[src/rtl/fxp_mac_pkg.sv]
// Shared definitions for the fixed-point multiply-accumulate block:
// FSM state encoding, default format constants and the saturation value.
package fxp_mac_pkg;

  localparam int DEF_Q = 15;
  localparam int DEF_N = 32;

  // Widest word supported; narrower users slice the low bits of SAT_MAG.
  localparam int MAX_N = 64;
  localparam logic [MAX_N-2:0] SAT_MAG = '1;

  typedef enum logic [1:0] {
    IDLE = 2'd0,
    MUL  = 2'd1,
    ACC  = 2'd2,
    DONE = 2'd3
  } state_t;

endpackage

[src/rtl/fxp_mac_if.sv]
// Operand/result bus of the MAC: operand handshake, clear, and the
// accumulator result with its valid pulse and sticky overflow flag.
interface fxp_mac_if
  import fxp_mac_pkg::*;
#(
  parameter int N = DEF_N
);

  logic         in_valid;
  logic         in_ready;
  logic [N-1:0] a;
  logic [N-1:0] b;
  logic         clear;
  logic [N-1:0] acc_out;
  logic         out_valid;
  logic         overflow;

  modport master (
    output in_valid, a, b, clear,
    input  in_ready, acc_out, out_valid, overflow
  );

  modport slave (
    input  in_valid, a, b, clear,
    output in_ready, acc_out, out_valid, overflow
  );

endinterface

[src/rtl/fxp_mac_adder.sv]
// Combinational sign-magnitude adder. Reports the magnitude carry of a
// same-sign add; saturation is left to the caller.
module adder
  import fxp_mac_pkg::*;
#(
  parameter int Q = DEF_Q,
  parameter int N = DEF_N
) (
  input  logic [N-1:0] a,
  input  logic [N-1:0] b,
  output logic [N-1:0] sum,
  output logic         carry
);

  localparam int IW = N - 1 - Q;

  logic [N-2:0] am;
  logic [N-2:0] bm;
  logic [Q:0]   frac_s;
  logic [IW:0]  int_s;
  logic [N-2:0] mag;
  logic         sign;

  assign am = a[N-2:0];
  assign bm = b[N-2:0];

  // Same signs add the fraction and integer fields (carry chained between them);
  // opposite signs subtract the smaller magnitude from the larger one.
  always_comb begin
    frac_s = {1'b0, am[Q-1:0]} + {1'b0, bm[Q-1:0]};
    int_s  = {1'b0, am[N-2:Q]} + {1'b0, bm[N-2:Q]} + {{IW{1'b0}}, frac_s[Q]};
    carry  = 1'b0;
    mag    = '0;
    sign   = 1'b0;
    if (a[N-1] == b[N-1]) begin
      mag   = {int_s[IW-1:0], frac_s[Q-1:0]};
      carry = int_s[IW];
      sign  = a[N-1];
    end else if (am >= bm) begin
      mag  = am - bm;
      sign = a[N-1];
    end else begin
      mag  = bm - am;
      sign = b[N-1];
    end
    if (mag == '0) begin
      sign = 1'b0;
    end
    sum = {sign, mag};
  end

endmodule

[src/rtl/fxp_mac.sv]
// Sign-magnitude fixed-point multiply-accumulate. A shift-add multiplier
// walks one bit of b per cycle; the truncated, saturated product is then
// added into the accumulator by the shared adder.
module fxp_mac
  import fxp_mac_pkg::*;
#(
  parameter int Q = DEF_Q,
  parameter int N = DEF_N
) (
  input  logic       clk,
  input  logic       rst_n,
  fxp_mac_if.slave   bus
);

  localparam int PW   = 2 * (N - 1);
  localparam int CntW = $clog2(N);
  localparam logic [CntW-1:0] CntLast = CntW'(N - 2);
  localparam logic [N-2:0]    SatMag  = SAT_MAG[N-2:0];

  state_t          state;
  logic [CntW-1:0] cnt;
  logic [PW-1:0]   mcand;
  logic [N-2:0]    mplier;
  logic [PW-1:0]   prod;
  logic            p_sign;
  logic [N-1:0]    acc;
  logic            ovf;
  logic            out_valid_r;
  logic            in_ready_r;

  logic            prod_hi;
  logic [N-2:0]    prod_mag;
  logic [N-1:0]    prod_sm;
  logic [N-1:0]    add_sum;
  logic            add_carry;
  logic [N-1:0]    acc_next;
  logic            unused_lsbs;

  // Fractional bits below the kept window are dropped by truncation.
  assign unused_lsbs = ^prod[Q-1:0];

  // Truncate the full product to the word format, saturating when integer bits spill over.
  always_comb begin
    prod_hi  = |prod[PW-1:N-1+Q];
    prod_mag = prod_hi ? SatMag : prod[N-2+Q:Q];
    prod_sm  = {p_sign & (|prod_mag), prod_mag};
    acc_next = add_carry ? {acc[N-1], SatMag} : add_sum;
  end

  adder #(
    .Q (Q),
    .N (N)
  ) u_adder (
    .a     (acc),
    .b     (prod_sm),
    .sum   (add_sum),
    .carry (add_carry)
  );

  // Control FSM plus multiplier and accumulator datapath, all with registered outputs.
  always_ff @(posedge clk) begin
    if (!rst_n) begin
      state       <= IDLE;
      cnt         <= '0;
      mcand       <= '0;
      mplier      <= '0;
      prod        <= '0;
      p_sign      <= 1'b0;
      acc         <= '0;
      ovf         <= 1'b0;
      out_valid_r <= 1'b0;
      in_ready_r  <= 1'b1;
    end else begin
      out_valid_r <= 1'b0;
      case (state)
        IDLE: begin
          if (bus.clear) begin
            acc <= '0;
            ovf <= 1'b0;
          end
          if (bus.in_valid) begin
            mcand      <= {{(N-1){1'b0}}, bus.a[N-2:0]};
            mplier     <= bus.b[N-2:0];
            p_sign     <= (bus.a[N-1] & (|bus.a[N-2:0])) ^ (bus.b[N-1] & (|bus.b[N-2:0]));
            prod       <= '0;
            cnt        <= '0;
            in_ready_r <= 1'b0;
            state      <= MUL;
          end
        end
        MUL: begin
          if (mplier[0]) begin
            prod <= prod + mcand;
          end
          mcand  <= mcand << 1;
          mplier <= mplier >> 1;
          if (cnt == CntLast) begin
            state <= ACC;
          end else begin
            cnt <= cnt + 1'b1;
          end
        end
        ACC: begin
          acc <= acc_next;
          if (prod_hi || add_carry) begin
            ovf <= 1'b1;
          end
          out_valid_r <= 1'b1;
          state       <= DONE;
        end
        DONE: begin
          in_ready_r <= 1'b1;
          state      <= IDLE;
        end
        default: begin
          in_ready_r <= 1'b1;
          state      <= IDLE;
        end
      endcase
    end
  end

  assign bus.in_ready  = in_ready_r;
  assign bus.acc_out   = acc;
  assign bus.out_valid = out_valid_r;
  assign bus.overflow  = ovf;

endmodule
[src/flat_wrapper.sv]
// flat-port wrapper written by rule: the top's interface ports become plain ports
module fxp_mac_flat import fxp_mac_pkg::*;
#(
  parameter int Q = DEF_Q,
  parameter int N = DEF_N
)
  (clk, rst_n, bus_in_valid, bus_a, bus_b, bus_clear, bus_in_ready, bus_acc_out, bus_out_valid, bus_overflow);
  fxp_mac_if #(.N(N)) bus_i ();
  input  logic clk;
  input  logic rst_n;
  input wire logic [$bits(bus_i.in_valid)-1:0] bus_in_valid;
  input wire logic [$bits(bus_i.a)-1:0] bus_a;
  input wire logic [$bits(bus_i.b)-1:0] bus_b;
  input wire logic [$bits(bus_i.clear)-1:0] bus_clear;
  output wire logic [$bits(bus_i.in_ready)-1:0] bus_in_ready;
  output wire logic [$bits(bus_i.acc_out)-1:0] bus_acc_out;
  output wire logic [$bits(bus_i.out_valid)-1:0] bus_out_valid;
  output wire logic [$bits(bus_i.overflow)-1:0] bus_overflow;
  assign bus_i.in_valid = bus_in_valid;
  assign bus_i.a = bus_a;
  assign bus_i.b = bus_b;
  assign bus_i.clear = bus_clear;
  assign bus_in_ready = bus_i.in_ready;
  assign bus_acc_out = bus_i.acc_out;
  assign bus_out_valid = bus_i.out_valid;
  assign bus_overflow = bus_i.overflow;
  fxp_mac #(.Q(Q), .N(N)) u_core (.clk(clk), .rst_n(rst_n), .bus(bus_i));
endmodule
[config.mk]
export PLATFORM = sky130hd
export DESIGN_NAME = fxp_mac_flat
export DESIGN_NICKNAME = d
export VERILOG_FILES = /design/src/rtl/fxp_mac_pkg.sv /design/src/rtl/fxp_mac_if.sv /design/src/rtl/fxp_mac_adder.sv /design/src/rtl/fxp_mac.sv /design/src/flat_wrapper.sv
export SDC_FILE = /design/constraint.sdc
export NUM_CORES = 1
export LEC_CHECK = 0
export CORE_MARGIN = 2
export CORE_UTILIZATION = 50
export CTS_CLUSTER_DIAMETER = 30
export DETAILED_ROUTE_END_ITERATION = 7
export DONT_BUFFER_PORTS = 1
export PLACE_DENSITY = 0.62
export SYNTH_ARGS = -nofsm -noshare
export SYNTH_HDL_FRONTEND = slang
export SYNTH_SLANG_ARGS = --single-unit
[constraint.sdc]
create_clock -name clk -period 10.2 [get_ports clk]
set_input_delay 1.02 -clock clk [delete_from_list [all_inputs] [get_ports clk]]
set_output_delay 1.02 -clock clk [all_outputs]
set_load 0.05 [all_outputs]
== Word level (Yosys, flattened, before mapping) ==
Cells that the tools add are included.
Storage, ports and cells
  register bits: 198
  word-level logic and storage cells: 85
Operators by class
  $add $sub $neg: 7
  order comparisons: 1
  eq/ne operators: 14
  muxes and demuxes: 29
  bitwise logic cells: 4
  reduce and logical (&&, ||, !) cells: 19
Operators by type and width (count)
  $pmux 62 s2: 2
  $mux 62: 3
  $mux 31: 4
  $reduce_or 31->1: 3
  $mux 32: 2
  $pmux 32 s2: 1
  $add 62x62->62: 1
  $pmux 31 s2: 1
  $sub 31x31->31: 2
  $ge 31x31->1: 1
  $logic_not 31->1: 1
  $add 16x16->17: 1
  $add 17x1->17: 1
  $add 15x15->16: 1
  $reduce_or 16->1: 1
  $mux 5: 2
  $pmux 5 s2: 1
  $reduce_and 2->1: 5
  $reduce_and 3->1: 3
  $mux 1: 8
  $ne 2x2->1 const B: 4
  $pmux 2 s4: 1
  $ne 2x1->1 const B: 3
  $ne 3x3->1 const B: 2
  13 further kinds: 20

== Logic depth before layout (Yosys ltp) ==
Gate-level depths: netlist (run 1).
  word-level depth: 10
  mapped depth: 29
  gate-level depth less buffers: 27

== By module ==
A second synthesis (run 1) with hierarchy kept.
Second synthesis, totals
  cells, all modules: 2230
  area total of the unflattened synthesis: 16950.0 µm²
Modules (own cells, without submodules)
  fxp_mac: instances 1, cells an instance 1409, area an instance 11589.9 µm², sequential area each 3963.8 µm²
  adder: instances 1, cells an instance 821, area an instance 5360.1 µm², sequential area each 0.0 µm²

== Worst setup path after synthesis (run 1) ==
No wires, ideal clock.
  kind: register to register
  start point: reg u_core.prod[48]
  end point: reg u_core.acc[31] (netlist: u_core.bus.acc_out[31])
  arrival: 6.170 ns
  setup slack: 3.897 ns
  stages on the path, launching flop included: 28
  period minus slack after synthesis: 6.303 ns
  cell sequence: dfxtp_1 -> nor4_1 -> nand4_2 -> clkbuf_1 -> or2_2 -> ha_1 -> nand2b_1 -> a21oi_1 -> o21bai_1 -> a211o_1 -> a2111oi_0 -> o31ai_1 -> o31ai_1 -> a21oi_1 -> o21bai_1 -> fa_1 -> nor2b_1 -> o21ai_0 -> a221oi_1 -> o41ai_1 -> o31ai_1 -> a31oi_1 -> a221oi_1 -> nand3b_1 -> xnor2_1 -> or4_1 -> o41ai_2 -> o211ai_1
On the way
  word-level cells in the longest chain between the ends: 10
  elaborated cells on any way between the ends: 24
RTL lines
  start: declaration: RTL line fxp_mac.sv:24  | logic [PW-1:0] prod;
  start signal: assignment: RTL line fxp_mac.sv:93  | prod <= prod + mcand;
  $reduce_or 16->1 (*): RTL line fxp_mac.sv:44  | prod_hi = |prod[PW-1:N-1+Q];
  $mux 31 (*): RTL line fxp_mac.sv:45  | prod_mag = prod_hi ? SatMag : prod[N-2+Q:Q];
  parallel branches: the longest is 8 deep, another holds $add 16x16->17
  end signal: assignment: RTL line fxp_mac.sv:104  | acc <= acc_next;
  end: declaration: RTL line fxp_mac.sv:26  | logic [N-1:0] acc;
Every way passes the cells marked *. The select of a mux whose other input is x is not followed.
A chain may end at the register's enable or synchronous reset.

== Final worst setup path (run 1) ==
Same ends and word-level chain as after synthesis.

==> run_results.csv, run 1 <==
group,metric,value,unit
final_layout,final_cell_mix,"dfxtp_1, nand2_1, ha_1",
placement,dp.cells,2444,
floorplan,die_h,187.3,um
setup_path,cp_max_fo,17,
placement,hpwl,36580,um
timing,max_freq,0.1302,GHz
timing,hold_slack,0.4832,ns
floorplan,rows,67,
global_route,grt_pass1_wl,78470,um
timing,setup_tns,0,ns
timing,setup-violations-final,0,
final_layout,area_growth,5.220,%
routing,wl,49020,um
synthesis,ys_seq_elements,198,
placement,numPortBuffers,0,
timing,fin_crit_sh,75.32,%
floorplan,start_util,50.49,%
hold_path,hold_class,"flip-flop to flip-flop",
floorplan,io_pins,103,
timing,drv_slew,0,
clock_tree,clkTransAtPathRegs,0.09,ns
clock_tree,clk_latency,0.47,ns
placement,place_ws,2.544,ns
clock_tree,cts_setup_buffers,0,
synthesis,synth_flop_cell,"dfxtp_1",
setup_path,crit_top_cell,"o31ai_1",
global_route,grt_pass1_vias,14680,
global_route,grt_max_degree,182,
synthesis,synth_edf_count,0,
job,maxCapViolCount,0,
clock_tree,cts_tree,"built",
clock_tree,clockRootBuffer,"clkbuf_16",
timing,setup_ws,2.518,ns
synthesis,seq_area_frac_synth,23.59,%
timing,rsz0062_at_grt,"false",
final_layout,final_util,53.13,%
clock_tree,cts_buffers,17,
global_route,global_route.usage.total,27.65,%
final_layout,antenna_cells,0,
final_layout,final_cell_area,0.01768,sq mm
setup_path,path_class,"flip-flop to flip-flop",
clock_tree,cts.htree.levels,4,
placement,place_congestion,0.9664,
floorplan,core,0.03328,sq mm
power_and_ir_drop,power_density,168.6,mW/mm^2
setup_path,cpPeakStageDelay,0.59,ns
setup_path,crit_arrival,8.02,ns
setup_path,critPathBufInv,0,
timing,period_minus_slack,7.682,ns
timing,worst_slew_pin_slew,1.149,ns
final_layout,drive_gt1_share,5.917,%
power_and_ir_drop,peakVddDrop,0.2320,mV
clock_tree,postCtsHoldBufs,0,
routing,route.detailed.drc,0,
routing,ant_nets,0,
routing,viasPerCell,6.225,
synthesis,syn_nets,2340,
setup_path,critPathRequiredTime,10.54,ns
timing,slew_headroom,23.41,%
synthesis,synthCells,2108,
setup_path,worst_path_max_delay_cell,"a2111oi_0",
synthesis,synth.distinct_cells,81,
synthesis,async_flop_share,0,%
final_layout,stdcell_count,2476,
setup_path,cp-start-kind,"flip-flop",
global_route,grt-ovfl-total,0,
final_layout,mostFrequentLayoutCell,"dfxtp_1",
timing,clock_skew,0.01806,ns
synthesis,ys_warn_count,0,
clock_tree,clockBufferDepth,2,
power_and_ir_drop,leakagePower,8.175,nW
clock_tree,cts_sinks,198,
synthesis,synth_area,0.01680,sq mm
clock_tree,cts_resized,0,
global_route,antenna_found_initial,0,
routing,vias,15414,
placement,place_area,0.01705,sq mm
synthesis,syn_area_per_cell,7.971,sq um
floorplan,dieArea,0.03509,sq mm
power_and_ir_drop,total_power,2.980,mW
routing,wire_per_inst,19.80,um
final_layout,nets,2247,
setup_path,worst_setup_path_end_kind,"flip-flop",
routing,drt_first_pass_iters,5,
floorplan,die_x,187.3,um
run_status,status,"completed",
setup_path,crit_family,"compound AO/OA/AOI/OAI gates",
timing,hold_violations,0,
routing,drtIter0Drc,1071,
path summary, 6_finish.rpt:
check / from / endpoint / slack [ns] / cells past startpoint
hold / removal: u_core.prod[0]$_SDFFE_PN0P_ / u_core.prod[0]$_SDFFE_PN0P_ / 0.48 / 2
setup reg to reg: u_core.prod[48]$_SDFFE_PN0P_ / u_core.bus.acc_out[31]$_SDFFE_PN0P_ / 2.52 / 26
hold reg to reg: u_core.prod[0]$_SDFFE_PN0P_ / u_core.prod[0]$_SDFFE_PN0P_ / 0.48 / 2
setup / recovery: u_core.prod[48]$_SDFFE_PN0P_ / u_core.bus.acc_out[31]$_SDFFE_PN0P_ / 2.52 / 26
power by group:
group / switching (mW) / internal [mW]
Sequential: 0.107 / 0.895
Combinational: 0.789 / 0.445
Clock: 0.380 / 0.364
synth_stat cells (25+ instances only):
library cell    n  area, sq um
dfxtp_1       198         3964
nand2_1       177        664.4
ha_1          158         1977
a21oi_1       134        670.6
o21ai_0       116        580.6
clkbuf_1      107        401.6
inv_1         106        397.9
nor2b_1       101        631.9
nor2_1         97        364.1
a21o_1         77        578.1
a22oi_1        76        570.6
mux2i_1        67        670.6
o211a_1        63        630.6
xnor2_1        48        420.4
a21boi_0       43        322.8
or2_2          40        250.2
nor4_1         37        231.5
nand4_1        36        225.2
xor2_1         33        289.0
nor3_1         30        150.1
nand3_1        27        135.1
and3_1         25        156.4
o21bai_1       25        187.7
routing by layer:
metal / GRT usage (%) / wire (um) / vias up
met1: 35.94 / 22010 / 7306
met4: 11.20 / 1489 / 0
met3: 4.615 / 2846 / 83
li1: - / - / 7528
met2: 45.58 / 22670 / 497
met5: 0 / 0 / -
kinds of logic (layout without fill, tap and decap cells):
group | after synthesis | after routing | share of synthesized area [%]
simple gates | 658 | 658 | 20.65
flops | 198 | 198 | 23.59
fa+ha+maj | 164 | 164 | 12.48
xor+xnor | 83 | 83 | 4.416
buf+inv | 233 | 153 | 5.391
mux | 72 | 72 | 4.326
compound gates | 700 | 700 | 29.15
worst register-to-register path: stages (launching register included):
cell       delay [ns]
dfxtp_1          0.34
nor4_1           0.40
nand4_2          0.44
or2_2            0.52
ha_1             0.34
nand2b_1         0.16
a21oi_1          0.22
o21bai_1         0.13
a211o_1          0.35
a2111oi_0        0.59
o31ai_1          0.24
o31ai_1          0.37
a21oi_1          0.12
o21bai_1         0.18
fa_1             0.24
nor2b_1          0.13
o21ai_0          0.13
a221oi_1         0.36
o41ai_1          0.19
o31ai_1          0.43
a31oi_1          0.16
a221oi_1         0.26
nand3b_1         0.16
xnor2_1          0.10
or4_1            0.57
o41ai_2          0.32
o211ai_1         0.12
area by class of cell:
class	count	area, sq um
inverter	106	397.9
clock buffer	17	425.4
timing repair buffer	15	112.6
fill	3268	15600
multi-input combinational	1677	12010
sequential	198	3964
tap	448	560.5
clock inverter	15	207.7
sequential cells by signal (all words and copies together) (netlist names):
name                  flops
u_core.bus.in_ready       1
u_core.prod              62
u_core.mplier            31
u_core.bus.acc_out       32
u_core.bus.overflow       1
u_core.mcand             62
u_core.state              2
u_core.p_sign             1
u_core.cnt                5
u_core.bus.out_valid      1
Power figures use the tool's default switching activity.
==> run 2, diff against run 1 <==
==> constraint.sdc (replaced) <==
create_clock -name clk -period 7.5 [get_ports clk]
set_input_delay 0.75 -clock clk [delete_from_list [all_inputs] [get_ports clk]]
set_output_delay 0.75 -clock clk [all_outputs]
set_load 0.05 [all_outputs]
==> run_results.csv, run 2 (synthesized netlist as in run 1, its figures left out) <==
group,metric,value,unit
run_status,status,"completed",
global_route,antenna_found_initial,0,
clock_tree,clk_latency,0.46,ns
global_route,grt_max_degree,182,
clock_tree,clockRootBuffer,"clkbuf_16",
setup_path,cp_max_fo,31,
setup_path,worst_setup_path_end_kind,"flip-flop",
floorplan,io_pins,103,
global_route,grt-ovfl-total,0,
routing,wl,49890,um
global_route,use_met2,46.83,%
setup_path,worst_path_max_delay_cell,"o41ai_1",
floorplan,rows,67,
final_layout,mostFrequentLayoutCell,"dfxtp_1",
global_route,grt-busiest-layer,"met2",
routing,wire_per_inst,20.00,um
placement,numPortBuffers,0,
routing,vias,15495,
timing,hold_violations,0,
final_layout,area_growth,5.718,%
global_route,grt_pass1_vias,15075,
timing,period_minus_slack,7.042,ns
setup_path,cpPeakStageDelay,0.66,ns
routing,viasPerCell,6.213,
timing,rsz0062_at_grt,"false",
timing,setup_tns,0,ns
placement,place_congestion,0.9524,
setup_path,crit_arrival,7.37,ns
clock_tree,cts_resized,0,
final_layout,final_cell_mix,"dfxtp_1, nand2_1, ha_1",
timing,worst_slew_pin_slew,1.103,ns
job,maxCapViolCount,0,
floorplan,die_x,187.3,um
final_layout,final_cell_area,0.01776,sq mm
clock_tree,clkTransAtPathRegs,0.08,ns
clock_tree,cts_sinks,198,
global_route,global_route.usage.total,28.00,%
timing,max_freq,0.1420,GHz
final_layout,stdcell_count,2494,
placement,dp.cells,2462,
routing,drt_first_pass_iters,6,
global_route,grt_use_met1,35.89,%
timing,setup-violations-final,0,
setup_path,critPathRequiredTime,7.83,ns
routing,route.detailed.drc,0,
floorplan,start_util,50.49,%
global_route,use_met3,4.540,%
power_and_ir_drop,leakagePower,8.221,nW
final_layout,final_util,53.38,%
routing,drtIter0Drc,1217,
power_and_ir_drop,peakVddDrop,0.2968,mV
clock_tree,cts_tree,"built",
final_layout,drive_gt1_share,6.797,%
final_layout,nets,2265,
routing,ant_nets,0,
placement,place_area,0.01718,sq mm
timing,clock_skew,0.01298,ns
clock_tree,cts_setup_buffers,0,
clock_tree,postCtsHoldBufs,0,
clock_tree,cts.htree.levels,4,
floorplan,dieArea,0.03509,sq mm
timing,slew_headroom,26.49,%
clock_tree,cts_buffers,17,
placement,hpwl,37120,um
global_route,grt_pass1_wl,79830,um
floorplan,core,0.03328,sq mm
power_and_ir_drop,power_density,223.7,mW/mm^2
setup_path,r2r_slack,0.46,ns
setup_path,path_class,"flip-flop to flip-flop",
final_layout,nFillCells,3303,
setup_path,cp-start-kind,"flip-flop",
clock_tree,clockBufferDepth,2,
hold_path,hold_class,"input port to flip-flop",
floorplan,die_h,187.3,um
timing,drv_slew,0,
timing,fin_crit_sh,93.90,%
## run 2: changes by cell type in the layout (fill, tap and decap cells not counted), sizes merged
cell / previous run / this run
clkinvlp: 0 / 1
bufinv: 1 / 0
buf: 15 / 33
clkinv: 2 / 7
diode: 0 / 1
inv: 118 / 112
## run 2: metrics by stage
step / setup WS [ns] / hold WS, ns / power [mW]
2_1_floorplan: 1.197 / 0.4453 / 2.597
3_3_place_gp: 0.4421 / 0.4523 / 3.030
3_5_place_dp: 0.3030 / 0.4725 / 3.054
4_1_cts: 0.2904 / 0.4006 / 3.978
5_1_grt: 0.03072 / 0.4344 / 4.212
6_report: 0.4575 / 0.4472 / 3.974
## run 2: cell type report
class,instances,area (sq um),share of cell area [%]
Antenna cell,1,2.502,0.01409
Clock buffer,17,425.4,2.395
Clock inverter,14,142.6,0.8029
Inverter,106,397.9,2.240
Multi-Input combinational cell,1677,12020,67.69
Sequential cell,198,3964,22.31
Tap cell,448,560.5,3.155
Timing Repair Buffer,33,247.7,1.395
## run 2: report_power, final
group / switching [mW] / internal [mW] / leakage, nW
sequential: 0.152 / 1.22 / 1.61
combinational: 1.07 / 0.612 / 6.33
clock: 0.478 / 0.441 / 0.277
total: 1.70 / 2.27 / 8.22
## run 2: layer usage
layer | vias to the layer above | wire length (um)
met5 | - | 0
met4 | 0 | 1705
met3 | 103 | 2761
met2 | 468 | 23150
met1 | 7355 | 22270
li1 | 7569 | -
## run 2: worst max-delay path, delay by kind of cell, from the launching register on
family                     cells  cell delay (ns)
adders and majority gates      2             0.89
DFF                            1             0.33
AOI/OAI and AO/OA             14             3.16
and+or+nand+nor                6             1.86
buffers and inverters          2             0.46
xor gates and xnor gates       1             0.18
## run 2: worst paths after layout
kind,from,endpoint,cells past startpoint
worst max-delay path,u_core.prod[48]$_SDFFE_PN0P_,u_core.bus.acc_out[31]$_SDFFE_PN0P_,25
worst min-delay path,rst_n,u_core.bus.acc_out[4]$_SDFFE_PN0P_,1
worst max register to register,u_core.prod[48]$_SDFFE_PN0P_,u_core.bus.acc_out[31]$_SDFFE_PN0P_,25
worst min register to register,u_core.prod[2]$_SDFFE_PN0P_,u_core.prod[2]$_SDFFE_PN0P_,2
==> run 3, diff against run 2 <==
--- a/config.mk
+++ b/config.mk
@@ -10,6 +10,7 @@
 export CTS_CLUSTER_DIAMETER = 30
 export DETAILED_ROUTE_END_ITERATION = 7
 export DONT_BUFFER_PORTS = 1
+export MAX_ROUTING_LAYER = met4
 export PLACE_DENSITY = 0.62
 export SYNTH_ARGS = -nofsm -noshare
 export SYNTH_HDL_FRONTEND = slang
==> run_results.csv, run 3 (synthesized netlist as in run 1, its figures left out) <==
group,metric,value,unit
global_route,grt_use_met1,37.40,%
global_route,global_route.usage.total,29.33,%
setup_path,r2r_slack,0.46,ns
power_and_ir_drop,p_int,2.323,mW
routing,drtIter0Drc,1119,
timing,clock_skew,0.01291,ns
final_layout,stdcell_count,2491,
timing,setup_tns,0,ns
power_and_ir_drop,power.switching,1.702,mW
routing,wl,50330,um
final_layout,mostFrequentLayoutCell,"dfxtp_1",
floorplan,start_util,50.49,%
routing,drt_first_pass_iters,7,
placement,place_congestion,0.9641,
power_and_ir_drop,power_density,225.8,mW/mm^2
setup_path,crit_top_cell,"a21oi_1",
routing,ant_nets,0,
clock_tree,cts_buffers,17,
hold_path,whs_path_depth,1,
clock_tree,clockBufferDepth,2,
timing,setup-violations-final,0,
setup_path,cp_max_fo,31,
placement,hpwl,37120,um
final_layout,antenna_cells,0,
routing,viasPerCell,6.258,
hold_path,holdPathEnd,"u_core.bus.acc_out[3]$_SDFFE_PN0P_",
global_route,grt-ovfl-total,0,
clock_tree,cts_sinks,198,
hold_path,hold_class,"input port to flip-flop",
floorplan,dieArea,0.03509,sq mm
power_and_ir_drop,total_power,4.024,mW
power_and_ir_drop,peakVddDrop,0.3641,mV
setup_path,critPathRequiredTime,7.83,ns
clock_tree,cts.htree.levels,4,
power_and_ir_drop,pwr-share-clk,24.2,%
placement,dp.cells,2459,
placement,place_area,0.01717,sq mm
power_and_ir_drop,leakagePower,8.240,nW
clock_tree,clkTransAtPathRegs,0.08,ns
setup_path,cpPeakStageDelay,0.53,ns
final_layout,area_growth,6.046,%
power_and_ir_drop,p_comb_share,41.9,%
setup_path,worst_path_max_delay_cell,"or4_1",
setup_path,worst_setup_path_end_kind,"flip-flop",
final_layout,final_cell_mix,"dfxtp_1, nand2_1, ha_1",
global_route,use_met2,47.33,%
power_and_ir_drop,power_frac_seq,34.0,%
clock_tree,clk_latency,0.47,ns
routing,wire_per_inst,20.20,um
timing,worst_slew_pin_slew,1.119,ns
clock_tree,clockRootBuffer,"clkbuf_16",
power_and_ir_drop,swShare,42.28,%
final_layout,final_cell_area,0.01782,sq mm
routing,route.detailed.drc,0,
job,maxCapViolCount,0,
clock_tree,cts_tree,"built",
setup_path,worstReg2RegEnd,"u_core.bus.acc_out[31]$_SDFFE_PN0P_",
global_route,grt_pass1_vias,15216,
global_route,grt-busiest-layer,"met2",
global_route,use_met3,3.902,%
clock_tree,postCtsHoldBufs,0,
timing,fin_crit_sh,93.91,%
timing,slew_headroom,25.37,%
routing,vias,15589,
floorplan,die_h,187.3,um
global_route,grt_max_degree,182,
timing,drv_slew,0,
setup_path,worst-r2r-cell-count,26,
setup_path,crit_arrival,7.37,ns
global_route,antenna_found_initial,1,
setup_path,path_class,"flip-flop to flip-flop",
run_status,status,"completed",
timing,rsz0062_at_grt,"false",
floorplan,die_x,187.3,um
floorplan,io_pins,103,
hold_path,min_from,"rst_n",
placement,numPortBuffers,0,
floorplan,core,0.03328,sq mm
timing,max_freq,0.1420,GHz
final_layout,drive_gt1_share,6.853,%
global_route,grt_pass1_wl,80830,um
timing,period_minus_slack,7.044,ns
setup_path,cp-start-kind,"flip-flop",
setup_path,r2r_start,"u_core.prod[56]$_SDFFE_PN0P_",
timing,hold_violations,0,
floorplan,rows,67,
final_layout,nets,2262,
-- run 3: changes by cell type in the layout (fill, tap and decap cells not counted), sizes merged --
cell | previous run | this run
buf | 33 | 30
clkbuf | 17 | 19
clkinv | 7 | 5
bufinv | 0 | 1
clkinvlp | 1 | 2
diode | 1 | 0
inv | 112 | 111
-- run 3: layout make-up --
type / instances / area, sq um
Fill cell: 3279 / 15460
Sequential cell: 198 / 3964
Clock buffer: 19 / 452.9
Multi-Input combinational cell: 1677 / 12040
Timing Repair Buffer: 30 / 237.7
Inverter: 106 / 397.9
Tap cell: 448 / 560.5
Clock inverter: 13 / 162.7
-- run 3: per-layer routing --
| metal | wire length, um | part of all wire (%) |
|---|---|---|
| met3 | 2957 | 5.9 |
| met2 | 23100 | 46 |
| met5 | 0 | 0 |
| met1 | 22630 | 45 |
| met4 | 1639 | 3.3 |
-- run 3: worst max path at each step --
stage	cells past startpoint	from	endpoint
2_1_floorplan	27	u_core.prod[48]$_SDFFE_PN0P_	u_core.bus.acc_out[31]$_SDFFE_PN0P_
3_3_place_gp	26	u_core.prod[48]$_SDFFE_PN0P_	u_core.bus.acc_out[31]$_SDFFE_PN0P_
3_5_place_dp	26	u_core.prod[48]$_SDFFE_PN0P_	u_core.bus.acc_out[31]$_SDFFE_PN0P_
4_1_cts	26	u_core.prod[48]$_SDFFE_PN0P_	u_core.bus.acc_out[31]$_SDFFE_PN0P_
5_1_grt	26	u_core.prod[61]$_SDFFE_PN0P_	u_core.bus.acc_out[31]$_SDFFE_PN0P_
6_report	26	u_core.prod[56]$_SDFFE_PN0P_	u_core.bus.acc_out[31]$_SDFFE_PN0P_
-- run 3: repair_timing --
action | 4_1_cts | 5_1_grt
endpoints found under the setup margin | 0 | 32
setup buffers | 0 | 0
resized for setup | 0 | 6
-- run 3: metrics by stage --
step	utilization, %	hold slack, ns	setup slack [ns]
floorplan	-	0.4453	1.197
global placement	51.60	0.4524	0.3908
detailed placement	51.60	0.4681	0.3303
CTS	53.45	0.3988	0.3374
global route	53.54	0.4283	0.04783
finish	53.54	0.4331	0.4564
-- run 3: critical path, delay by kind of cell (launching register included) --
family          cells  cell delay, ns
compound gates     14            2.67
simple gates        6            1.96
fa+ha+maj           3            1.33
buf+inv             2            0.48
flops               1            0.33
xor+xnor            1            0.12
-- run 3: power groups by stage --
stage | logic (mW) | registers [mW] | clock network [mW]
after CTS | 1.66 | 1.37 | 0.991
after detailed placement | 1.66 | 1.39 | 0
after global placement | 1.64 | 1.38 | 0
after floorplan | 1.26 | 1.34 | 0
final | 1.68 | 1.37 | 0.972
after global routing | 1.85 | 1.39 | 1.02
